<file path="src/rtl/twos_comp_seq_divider.sv">
// ---------------------------------------------------------------------------
// twos_comp_seq_divider
//
// Sequential signed two's-complement divider. The divider works on operand
// magnitudes and uses restoring shift-subtract, so it produces one quotient
// bit per clock. The signs are applied to the magnitudes in a final fix-up
// cycle. A start/busy/done handshake drives it. The latency is always
// WIDTH+1 clocks from the accepting edge, whatever the operand values.
//
// Parameters
//   WIDTH        operand/result width in bits (two's complement, >= 2)
//
// Ports
//   clk          rising-edge clock
//   rst          asynchronous active-high reset; abandons any division
//   start        request, sampled only while idle
//   x            signed dividend, captured on the accepting edge
//   y            signed divisor, captured on the accepting edge
//   busy         high while a division is in progress
//   done         one-cycle pulse when results are updated
//   quotient     signed quotient, truncated toward zero
//   remainder    signed remainder, sign follows the dividend
//   div_by_zero  set with done when y == 0
//   overflow     set with done for -2^(WIDTH-1) / -1
// ---------------------------------------------------------------------------
module twos_comp_seq_divider #(
   parameter int WIDTH = 4
) (
   input  logic                    clk,
   input  logic                    rst,
   input  logic                    start,
   input  logic signed [WIDTH-1:0] x,
   input  logic signed [WIDTH-1:0] y,
   output logic                    busy,
   output logic                    done,
   output logic signed [WIDTH-1:0] quotient,
   output logic signed [WIDTH-1:0] remainder,
   output logic                    div_by_zero,
   output logic                    overflow
);

   localparam int CW = $clog2(WIDTH);

   localparam logic [WIDTH-1:0] ONE_W   = {{(WIDTH-1){1'b0}}, 1'b1};
   localparam logic [WIDTH:0]   ONE_W1  = {{WIDTH{1'b0}}, 1'b1};
   localparam logic [WIDTH-1:0] MOST_NEG = {1'b1, {(WIDTH-1){1'b0}}};
   localparam logic [WIDTH-1:0] ALL_ONES = {WIDTH{1'b1}};
   localparam logic [CW-1:0]    CNT_START = CW'(WIDTH - 1);

   typedef enum logic [1:0] {
      S_IDLE = 2'd0,
      S_DIV  = 2'd1,
      S_FIX  = 2'd2
   } state_t;

   // Magnitude as a WIDTH-bit unsigned value. -2^(WIDTH-1) maps onto
   // 2^(WIDTH-1), which is representable unsigned, so no saturation occurs.
   function automatic logic [WIDTH-1:0] magnitude(input logic [WIDTH-1:0] v);
      return v[WIDTH-1] ? (~v + ONE_W) : v;
   endfunction

   // Re-apply a sign to a magnitude. The result wraps modulo 2^WIDTH, which
   // gives the defined -2^(WIDTH-1) quotient for the overflow case.
   function automatic logic [WIDTH-1:0] apply_sign(input logic             neg,
                                                   input logic [WIDTH-1:0] m);
      return neg ? (~m + ONE_W) : m;
   endfunction

   state_t            state;
   logic [CW-1:0]     cnt;

   // Operand bookkeeping captured on the accepting edge
   logic [WIDTH-1:0]  dvd_sh;      // dividend magnitude, shifted out MSB first
   logic [WIDTH-1:0]  dsr_mag;     // divisor magnitude
   logic [WIDTH-1:0]  x_cap;       // raw dividend, forced remainder on /0
   logic              sign_q;
   logic              sign_r;
   logic              zero_div;
   logic              ovf_case;

   // Iteration state
   logic [WIDTH:0]    part_rem;    // partial remainder (one guard bit)
   logic [WIDTH-1:0]  q_mag;       // quotient magnitude, built LSB-in

   // One restoring step
   logic [WIDTH:0]    shifted;
   logic [WIDTH:0]    trial;
   logic              trial_ok;

   always_comb begin
      shifted  = '0;
      trial    = '0;
      trial_ok = 1'b0;
      shifted  = {part_rem[WIDTH-1:0], dvd_sh[WIDTH-1]};
      // Subtract as add of the inverted (zero-extended) divisor plus one
      trial    = shifted + {1'b1, ~dsr_mag} + ONE_W1;
      trial_ok = ~trial[WIDTH];
   end

   always_ff @(posedge clk or posedge rst) begin
      if (rst) begin
         state       <= S_IDLE;
         cnt         <= '0;
         dvd_sh      <= '0;
         dsr_mag     <= '0;
         x_cap       <= '0;
         sign_q      <= 1'b0;
         sign_r      <= 1'b0;
         zero_div    <= 1'b0;
         ovf_case    <= 1'b0;
         part_rem    <= '0;
         q_mag       <= '0;
         busy        <= 1'b0;
         done        <= 1'b0;
         quotient    <= '0;
         remainder   <= '0;
         div_by_zero <= 1'b0;
         overflow    <= 1'b0;
      end else begin
         done <= 1'b0;
         case (state)
            S_IDLE: begin
               if (start) begin
                  state    <= S_DIV;
                  busy     <= 1'b1;
                  cnt      <= CNT_START;
                  dvd_sh   <= magnitude(x);
                  dsr_mag  <= magnitude(y);
                  x_cap    <= x;
                  sign_q   <= x[WIDTH-1] ^ y[WIDTH-1];
                  sign_r   <= x[WIDTH-1];
                  zero_div <= (y == '0);
                  ovf_case <= (x == MOST_NEG) && (y == ALL_ONES);
                  part_rem <= '0;
                  q_mag    <= '0;
               end
            end

            S_DIV: begin
               dvd_sh   <= {dvd_sh[WIDTH-2:0], 1'b0};
               part_rem <= trial_ok ? trial : shifted;
               q_mag    <= {q_mag[WIDTH-2:0], trial_ok};
               if (cnt == '0) begin
                  state <= S_FIX;
               end else begin
                  cnt <= cnt - 1'b1;
               end
            end

            S_FIX: begin
               state       <= S_IDLE;
               busy        <= 1'b0;
               done        <= 1'b1;
               div_by_zero <= zero_div;
               overflow    <= ovf_case & ~zero_div;
               if (zero_div) begin
                  quotient  <= ALL_ONES;
                  remainder <= x_cap;
               end else begin
                  quotient  <= apply_sign(sign_q, q_mag);
                  remainder <= apply_sign(sign_r, part_rem[WIDTH-1:0]);
               end
            end

            default: begin
               state <= S_IDLE;
               busy  <= 1'b0;
            end
         endcase
      end
   end

endmodule

</file>
<file path="config.mk">
export PLATFORM = sky130hd
export DESIGN_NAME = twos_comp_seq_divider
export DESIGN_NICKNAME = d
export VERILOG_FILES = /design/src/rtl/twos_comp_seq_divider.sv
export SDC_FILE = /design/constraint.sdc
export NUM_CORES = 1
export LEC_CHECK = 0
export ABC_AREA = 1
export CAP_MARGIN = 15
export CELL_PAD_IN_SITES_DETAIL_PLACEMENT = 1
export CELL_PAD_IN_SITES_GLOBAL_PLACEMENT = 1
export CORE_MARGIN = 10
export CORE_UTILIZATION = 38
export DETAILED_ROUTE_END_ITERATION = 10
export PLACE_DENSITY = 0.85
export SETUP_SLACK_MARGIN = 0.05
export SLEW_MARGIN = 10
export SYNTH_ARGS = -nofsm -noshare
export SYNTH_HDL_FRONTEND = slang
export SYNTH_SLANG_ARGS = --single-unit
</file>
<file path="constraint.sdc">
create_clock -name clk -period 1.6 [get_ports clk]
set_input_delay 0.48 -clock clk [delete_from_list [all_inputs] [get_ports clk]]
set_output_delay 0.48 -clock clk [all_outputs]
set_load 0.01 [all_outputs]
</file>
* Yosys cells after proc, flatten, opt, wreduce, memory -nomap -nowiden
Index checks and enable logic that the tools add are counted.
Storage, ports and cells: bits of input ports 11, output and inout bits 12, register bits 40, logic and storage cells 73
Cells by class: add/subtract/negate cells 7, reduce and logical (&&, ||, !) cells 10, mux-type cells 22, equal/unequal tests 7, bitwise gates (word level) 10
Operators by type and width (number):
- $mux W4 | 10
- $pmux W4 S2 | 3
- $not A4 Y4 | 5
- $add A4 B1 Y4 const B | 4
- $eq A4 B4 Y1 const B | 2
- $mux W2 | 4
- $pmux W2 S2 | 2
- $reduce_and A2 Y1 | 4
- $ne A2 B2 Y1 const B | 3
- $add A5 B1 Y5 const B | 1
- $add A5 B5 Y5 | 1
- $logic_not A2 Y1 | 2
- $logic_not A4 Y1 | 1
- $not A1 Y1 | 3
- $reduce_and A3 Y1 | 1
- $eq A2 B1 Y1 const B | 1
- $eq A2 B2 Y1 const B | 1
- $mux W1 | 2
- $pmux W1 S2 | 1
- $reduce_bool A2 Y1 | 1
- $sub A2 B1 Y2 const B | 1
- $and A1 B1 Y1 | 1
- $logic_and A1 B1 Y1 | 1
- $xor A1 B1 Y1 | 1

* Longest topological paths before layout
Gate-level depths: netlist of the first run.
word-level depth 5, gate-level depth with buffers 11, gate-level depth less buffers 11

* Worst setup path before layout of the first run
No wires, ideal clock.
kind register -> register, start register dvd_sh[3], end register part_rem[3], period minus slack after synthesis 1.631 ns, data required time 1.483 ns, data arrival time 1.513 ns, library setup time 0.117 ns, buffers on the path 0, slack -0.031 ns, cell stages (with the launch flop) 12, cell sequence dfrtp_1 > inv_1 > ha_1 > fa_1 > inv_1 > nand2_1 > nand2_1 > nand3_2 > nand2_1 > nand2_1 > nand3_1 > nand2_1
On the way: cells in the longest elaborated chain, start to end 4
Ends and longest elaborated chain:
- from (decl) | RTL line 73 | logic [WIDTH-1:0] dvd_sh;
- from (signal assigned) | RTL line 127 | dvd_sh <= magnitude(x);
- from (signal assigned) | RTL line 140 | dvd_sh <= {dvd_sh[WIDTH-2:0], 1'b0};
- $add A5 B5 Y5 | RTL line 96 | trial = shifted + {1'b1, ~dsr_mag} + ONE_W1;
- $add A5 B1 Y5 | RTL line 96
- $mux W4 | RTL line 141 | part_rem <= trial_ok ? trial : shifted;
- $pmux W4 S2 | RTL line 121 | case (state)
- to (signal assigned) | RTL line 141
- to (decl) | RTL line 82 | logic [WIDTH:0] part_rem;
Every way passes these cells. A chain may end at the register's enable or synchronous reset.

* Worst setup path after layout of the first run
start register dsr_mag[0], end register q_mag[0]
On the way: cells in the longest elaborated chain, start to end 5
Ends and longest elaborated chain:
- from (decl) | RTL line 74 | logic [WIDTH-1:0] dsr_mag;
- from (signal assigned) | RTL line 128 | dsr_mag <= magnitude(y);
- $not A4 Y4 | RTL line 96
- $add A5 B5 Y5 | RTL line 96
- $add A5 B1 Y5 | RTL line 96
- $not A1 Y1 | RTL line 97 | trial_ok = ~trial[WIDTH];
- $pmux W4 S2 | RTL line 121
- to (signal assigned) | RTL line 142 | q_mag <= {q_mag[WIDTH-2:0], trial_ok};
- to (decl) | RTL line 83 | logic [WIDTH-1:0] q_mag;
Every way passes these cells.

==> run metrics, run 1 <==
DRT Wirelength=5510 um; final core utilization=51.7%; CP startpoint kind=flop; top cells by area, synth=dfrtp_1 (48%), nand2_1 (8.3%), ha_1 (6.2%); worst min path class=primary input to async pin; Skew-Pair Late Insertion Delay=290 ps; share of the synthesized area in the top cell type=48.1%; layout overhead on the synthesized area=31.0%; via count=1743; worst-path fanout max=5; Max Clk Rate=roughly 600 MHz; pre-CTS WS=-169 ps; initial antenna violation count=0; input/output buffers=22; Initial Util=39.5%; Ys Warns=0; post-DP HPWL=4350 um; drt wl/cell=around 16 um; leading area contributor after synthesis=dfrtp_1; Setup violations, final=4; Post-CTS Hold Fix Bufs=0; largest net degree at the start of global routing=35; GP Congestion=0.857; Antenna Nets Post-Route=0; outcome=finished, violations left; postcts setup bufs=0; post-route minimum period=between 1500 and 2000 ps; Unique masters post-synth=35; RSZ-0062 raised after global routing=true; worst-margin pin slew=between 200 and 300 ps; clock skew=~4.1 ps; PwrDens=2090 nW/um^2; Worst EP arrival=1810 ps; final hold violations=0; die span in y=a little over 90 um; max-slew violation count=0; vias per cell=4.99; syn nets=254; synthesized area per cell=8.74 sq um; total CTS buffers=5; fin crit share=102%; met1 Use GR=14.3%; Critical Path Sink Type=flop; Worst slew margin=82.3%; global-route met3 utilization=2.48%; Pleak=~0.0013 uW; Worst Setup Path Type=flop to flop; share of cells above drive strength 1=between 10% and 20%; R2R Setup Slk=-30 ps; Die ar.=8660 sq um; IO Count=23; # H-tree levels=2; die width=a little over 90 um; fin cells=between 300 and 400; Setup WS post-layout=-34.8 ps; DRT iter0 DRCs=63; violated checks=setup timing; Cells after Synth=between 200 and 250; core area=5140 sq um; met2 usage=approximately 24%; Diodes inserted=0; FP Rows=26; mapped cell area=2030 sq um; sequential share of the synthesized area=around 48%; Initial DRT Pass Iterations=4; CTS Sinks=39; gr usage total=13.2%; CTS root buf=clkbuf_8; total grt overflow=0; global-route wire length before repair=9290 um; FF+latch count, synth=39; Net count, final=300; Reg clk slew, reported paths=~80 ps; placed cells=341; drc violations=0; GRT Max-Usage Layer=met2; WHS=about 420 ps; number of max-cap violations=0; VDD IR max=0.715 mV; overall power=5570 uW; CTS tree=built; CTS Buffer Depth=2; Critical Path RT=1780 ps; vias in the first global route=slightly below 2000
flip-flops by register name, indices dropped and copies added, names as in the netlist:
signal,flops
busy,1
cnt,2
div_by_zero,1
done,1
dsr_mag,4
dvd_sh,4
overflow,1
ovf_case,1
part_rem,4
q_mag,4
quotient,4
remainder,4
sign_q,1
state,2
x_cap,4
zero_div,1
synthesized netlist by cell type, drive strengths merged:
cell,n
nand2,47
dfrtp,39
inv,39
o21ai,23
nand3,21
nor2,20
ha,10
a21oi,8
o22ai,5
buf,3
o211ai,3
a31oi,2
nand4,2
xor2,2
a22oi,1
fa,1
nor3,1
o21a,1
o221ai,1
o31ai,1
or2,1
xnor2,1
per-stage QoR:
step	setup TNS, ps	area, sq um
after floorplan	0	2030
after global placement	-585	2490
after detailed placement	-1590	2490
after CTS	-260	2650
after global routing	-620	2660
final	-83.5	2660
cell usage in the layout (no fill, tap or decap), drive strengths merged:
| cell type | n |
|---|---|
| a21oi | 8 |
| inv | 39 |
| xor2 | 2 |
| bufinv | 2 |
| nand2 | 47 |
| o22ai | 5 |
| buf | 20 |
| o31ai | 1 |
| xnor2 | 1 |
| o21a | 1 |
| fa | 1 |
| ha | 10 |
| nor2 | 20 |
| nand3 | 21 |
| or2 | 1 |
| clkinvlp | 1 |
| nand4 | 2 |
| clkdlybuf4s50 | 10 |
| o221ai | 1 |
| a31oi | 2 |
| o21ai | 23 |
| clkbuf | 5 |
| nor3 | 1 |
| o211ai | 3 |
| dfrtp | 39 |
| dlygate4sd2 | 12 |
| a22oi | 1 |
critical path, stage by stage (launching register included):
cell and delay (ps):
dfrtp_1 390, ha_2 190, fa_2 350, inv_2 70, nand3_1 120, nand3_4 150
nand2_4 80, nand2_1 80, o21ai_0 80
cell type report:
cell class	count	area [sq um]
Fill cell	621	2480
Clock inverter	3	67.6
Clock buffer	5	68.8
Timing Repair Buffer	42	380
Inverter	39	154
Multi-Input combinational cell	151	923
Sequential cell	39	976
Tap cell	70	87.6
power by group:
group          internal [uW]  total [uW]  switching (uW)
Combinational           1180        2900            1720
Clock                    622         979             357
Sequential              1400        1690             283
what timing repair did:
| action | 4_1_cts | 5_1_grt |
|---|---|---|
| setup endpoints to repair | 17 | 5 |
| gates resized for setup | 23 | 2 |
| pin swaps | 4 | 2 |
metal layers:
metal,vias up,part of all wire (%)
met1,859,43
met3,7,2.8
li1,849,-
met4,0,2.0
met5,-,0
met2,28,52
worst paths after layout:
| kind | from | to | depth (start not counted) |
|---|---|---|---|
| max in group asynchronous | rst | part_rem[1]$_DFFE_PP0P_ | 3 |
| min in group clk | remainder[3]$_DFFE_PP0P_ | remainder[3]$_DFFE_PP0P_ | 2 |
| worst min-delay path | rst | div_by_zero$_DFFE_PP0P_ | 2 |
| worst min register to register | remainder[3]$_DFFE_PP0P_ | remainder[3]$_DFFE_PP0P_ | 2 |
| worst max register to register | dsr_mag[0]$_DFFE_PP0P_ | q_mag[0]$_DFFE_PP0P_ | 8 |
| worst max-delay path | dsr_mag[0]$_DFFE_PP0P_ | q_mag[0]$_DFFE_PP0P_ | 8 |
cells by family after synthesis:
kind of cell | share of synthesized area, %
AO/OA/AOI/OAI | 13.4
XOR/XNOR | 1.30
adder cells (fa/ha/maj) | 7.16
buffers and inverters | 8.94
flip-flops | 48.1
AND/OR/NAND/NOR | 21.0
No activity file was read; power rests on OpenSTA's default activity.
==> run 2: changes to the inputs <==
CORE_ASPECT_RATIO = 0.75   (was not set)
==> run 2 against run 1 <==
Against the previous run:
- the run still ends with setup timing left
- sequential power hardly changed
- clock power is 33% lower
- wire length is 1.2% lower
- hold slack better by 54 ps
- via count is 0.11% lower
- total power is 2.4% lower
- critical path type unchanged
==> run metrics, run 2 (same netlist as run 1, synthesis figures left out) <==
outcome=finished, violations left; violated checks=setup timing; vias in the first global route=1923 (-0.83%); Pleak=0.00129 uW (-1.1%); Setup violations, final=4 (unchanged); global-route wire length before repair=9260 um (-0.38%); CTS Sinks=39 (unchanged); worst-margin pin slew=298 ps (+32.9 ps); VDD IR max=0.731 mV (+2.2%); sw frac=44.6% (+2.1 points); FP Rows=22 (-15%); CTS Buffer Depth=2 (unchanged); Fillers=599 (-3.5%); clock skew=7.13 ps (+3.00 ps); # H-tree levels=2 (unchanged); die span in y=83.3 um (-11%); CTS tree=built; P_int=3010 uW (-6.0%); CP Cell Sequence=ha_4, fa_2, inv_2, nand2_2, nand2_2, nand3_4, buf_6, nand3_1, nand3_1, nand2_1; PwrDens=2050 nW/um^2 (-2.1%); input/output buffers=22 (unchanged); Die ar.=8690 sq um (+0.36%); worst min path class=flop to flop; gr usage total=12.7% (-0.53 points); core area=5040 sq um (-2.0%); max-slew violation count=0 (unchanged); Critical Path Sink Type=flop; share of cells above drive strength 1=21.4% (+1.7 points); CP startpoint kind=flop; Skew-Pair Late Insertion Delay=300 ps (about the same); switching power of the nets=2420 uW (+2.5%); layout overhead on the synthesized area=30.7%; Initial Util=40.3% (+0.80 points); critical path buffer and inverter count=2 (+1); DRT Wirelength=5440 um (-1.2%); Worst Setup Path Type=flop to flop; vias per cell=4.95 (-0.97%); total grt overflow=0 (unchanged); CP top delay family=adder cells; DRT iter0 DRCs=41 (-35%); most frequent cells in the layout=nand2_1 (39), dfrtp_1 (39), inv_1 (31); Max Clk Rate=608 MHz (-0.55%); Worst slew margin=80.1% (-2.2 points); Initial DRT Pass Iterations=4 (unchanged); Worst EP arrival=1880 ps (+70 ps); via count=1741 (-0.11%); Setup WS post-layout=-43.8 ps (-9.03 ps); fin crit share=103% (+0.56 points); Flop pwr share=31.2% (+0.9 points); die width=104 um (+12%); drc violations=0 (unchanged); worst-path fanout max=4 (-1); Clk network pwr share=12.1% (-5.5 points); largest net degree at the start of global routing=40 (+14%); post-route minimum period=1640 ps (+9.03 ps); GP Congestion=0.820 (-4.3%); final hold violations=0 (unchanged); Diodes inserted=0 (unchanged); sum of negative setup slack=-136 ps (-52.5 ps); Reg clk slew, reported paths=80 ps (about the same); Critical Path RT=1840 ps (+60 ps); Net count, final=301 (+0.33%); overall power=5430 uW (-2.4%); initial antenna violation count=0 (unchanged); crit-path max cell delay=420 ps (+30 ps); Logic pwr share=56.7% (+4.6 points); post-DP HPWL=4150 um (-4.6%); CP max stage cell=dfrtp_1; CTS root buf=clkbuf_8; drt wl/cell=15.5 um (-2.0%); RSZ-0062 raised after global routing=true; IO Count=23 (unchanged); number of max-cap violations=0 (unchanged); total CTS buffers=5 (unchanged); Antenna Nets Post-Route=0 (unchanged)
-- run 2: cell count changes in the layout (fill, tap and decap cells not counted), sizes merged --
| cell | change |
|---|---|
| clkinv | +1 |
| buf | +1 |
| bufinv | -2 |
| clkbuf | +1 |
-- run 2: repair_timing --
item                                    CTS  global route
hold buffers                              0             0
pin swaps                                 2             6
setup buffers                             3             0
gates resized for setup                  22            12
hold endpoints to repair                  0             0
endpoints found under the setup margin   17             5
-- run 2: final timing paths --
path                                         from                 endpoint  slack [ps]  cells past startpoint
max reg2reg                dsr_mag[0]$_DFFE_PP0P_  part_rem[3]$_DFFE_PP0P_         -40                     10
max                        dsr_mag[0]$_DFFE_PP0P_  part_rem[3]$_DFFE_PP0P_         -40                     10
min reg2reg                      busy$_DFFE_PP0P_         busy$_DFFE_PP0P_         480                      2
max in group asynchronous                     rst   dsr_mag[3]$_DFFE_PP0P_         860                      3
min                              busy$_DFFE_PP0P_         busy$_DFFE_PP0P_         480                      2
min in group asynchronous                     rst           done$_DFF_PP0_         530                      3
-- run 2: layout make-up --
cell class              count  area [sq um]  area share [%]
well taps                  72          90.1            3.40
inverters                  39           154            5.81
repair buffers             43           383            14.4
clock inverters             2          12.5           0.472
flip-flops and latches     39           976            36.8
clock buffers               6          72.6            2.74
multi-input cells         151           962            36.3
-- run 2: worst reg2reg max path, stage by stage (launching register included) --
cell and delay, ps:
dfrtp_1 420, ha_4 180, fa_2 350, inv_2 80, nand2_2 50, nand2_2 80
nand3_4 100, buf_6 140, nand3_1 70, nand3_1 80, nand2_1 70
-- run 2: power by group through the flow --
stage	sequential (uW)	clock [uW]	combinational, uW
after CTS	1690	671	2850
after detailed placement	1700	0	2700
after global routing	1760	710	3470
after floorplan	1690	0	1690
final	1700	657	3080
after global placement	1670	0	2560
-- run 2: metal layers --
layer | wire length [um] | up-vias | GRT usage (%) | part of all wire, %
met3 | 191 | 9 | 2.70 | 3.5
met2 | 2520 | 32 | 20.3 | 46
li1 | - | 856 | - | -
met4 | 94 | 0 | 5.26 | 1.7
met5 | 0 | - | 0 | 0
met1 | 2640 | 844 | 16.2 | 48
-- run 2: per-stage QoR --
step,cells,utilization (%),worst slack (ps),cell area [sq um],hold slack (ps)
4_1_cts,352,51.4,-80.1,2590,481
2_1_floorplan,232,-,52.9,2030,453
3_5_place_dp,341,48.9,-139,2460,465
6_report,352,52.6,-43.8,2650,479
3_3_place_gp,341,48.9,-88.0,2460,462
5_1_grt,352,52.6,-124,2650,506
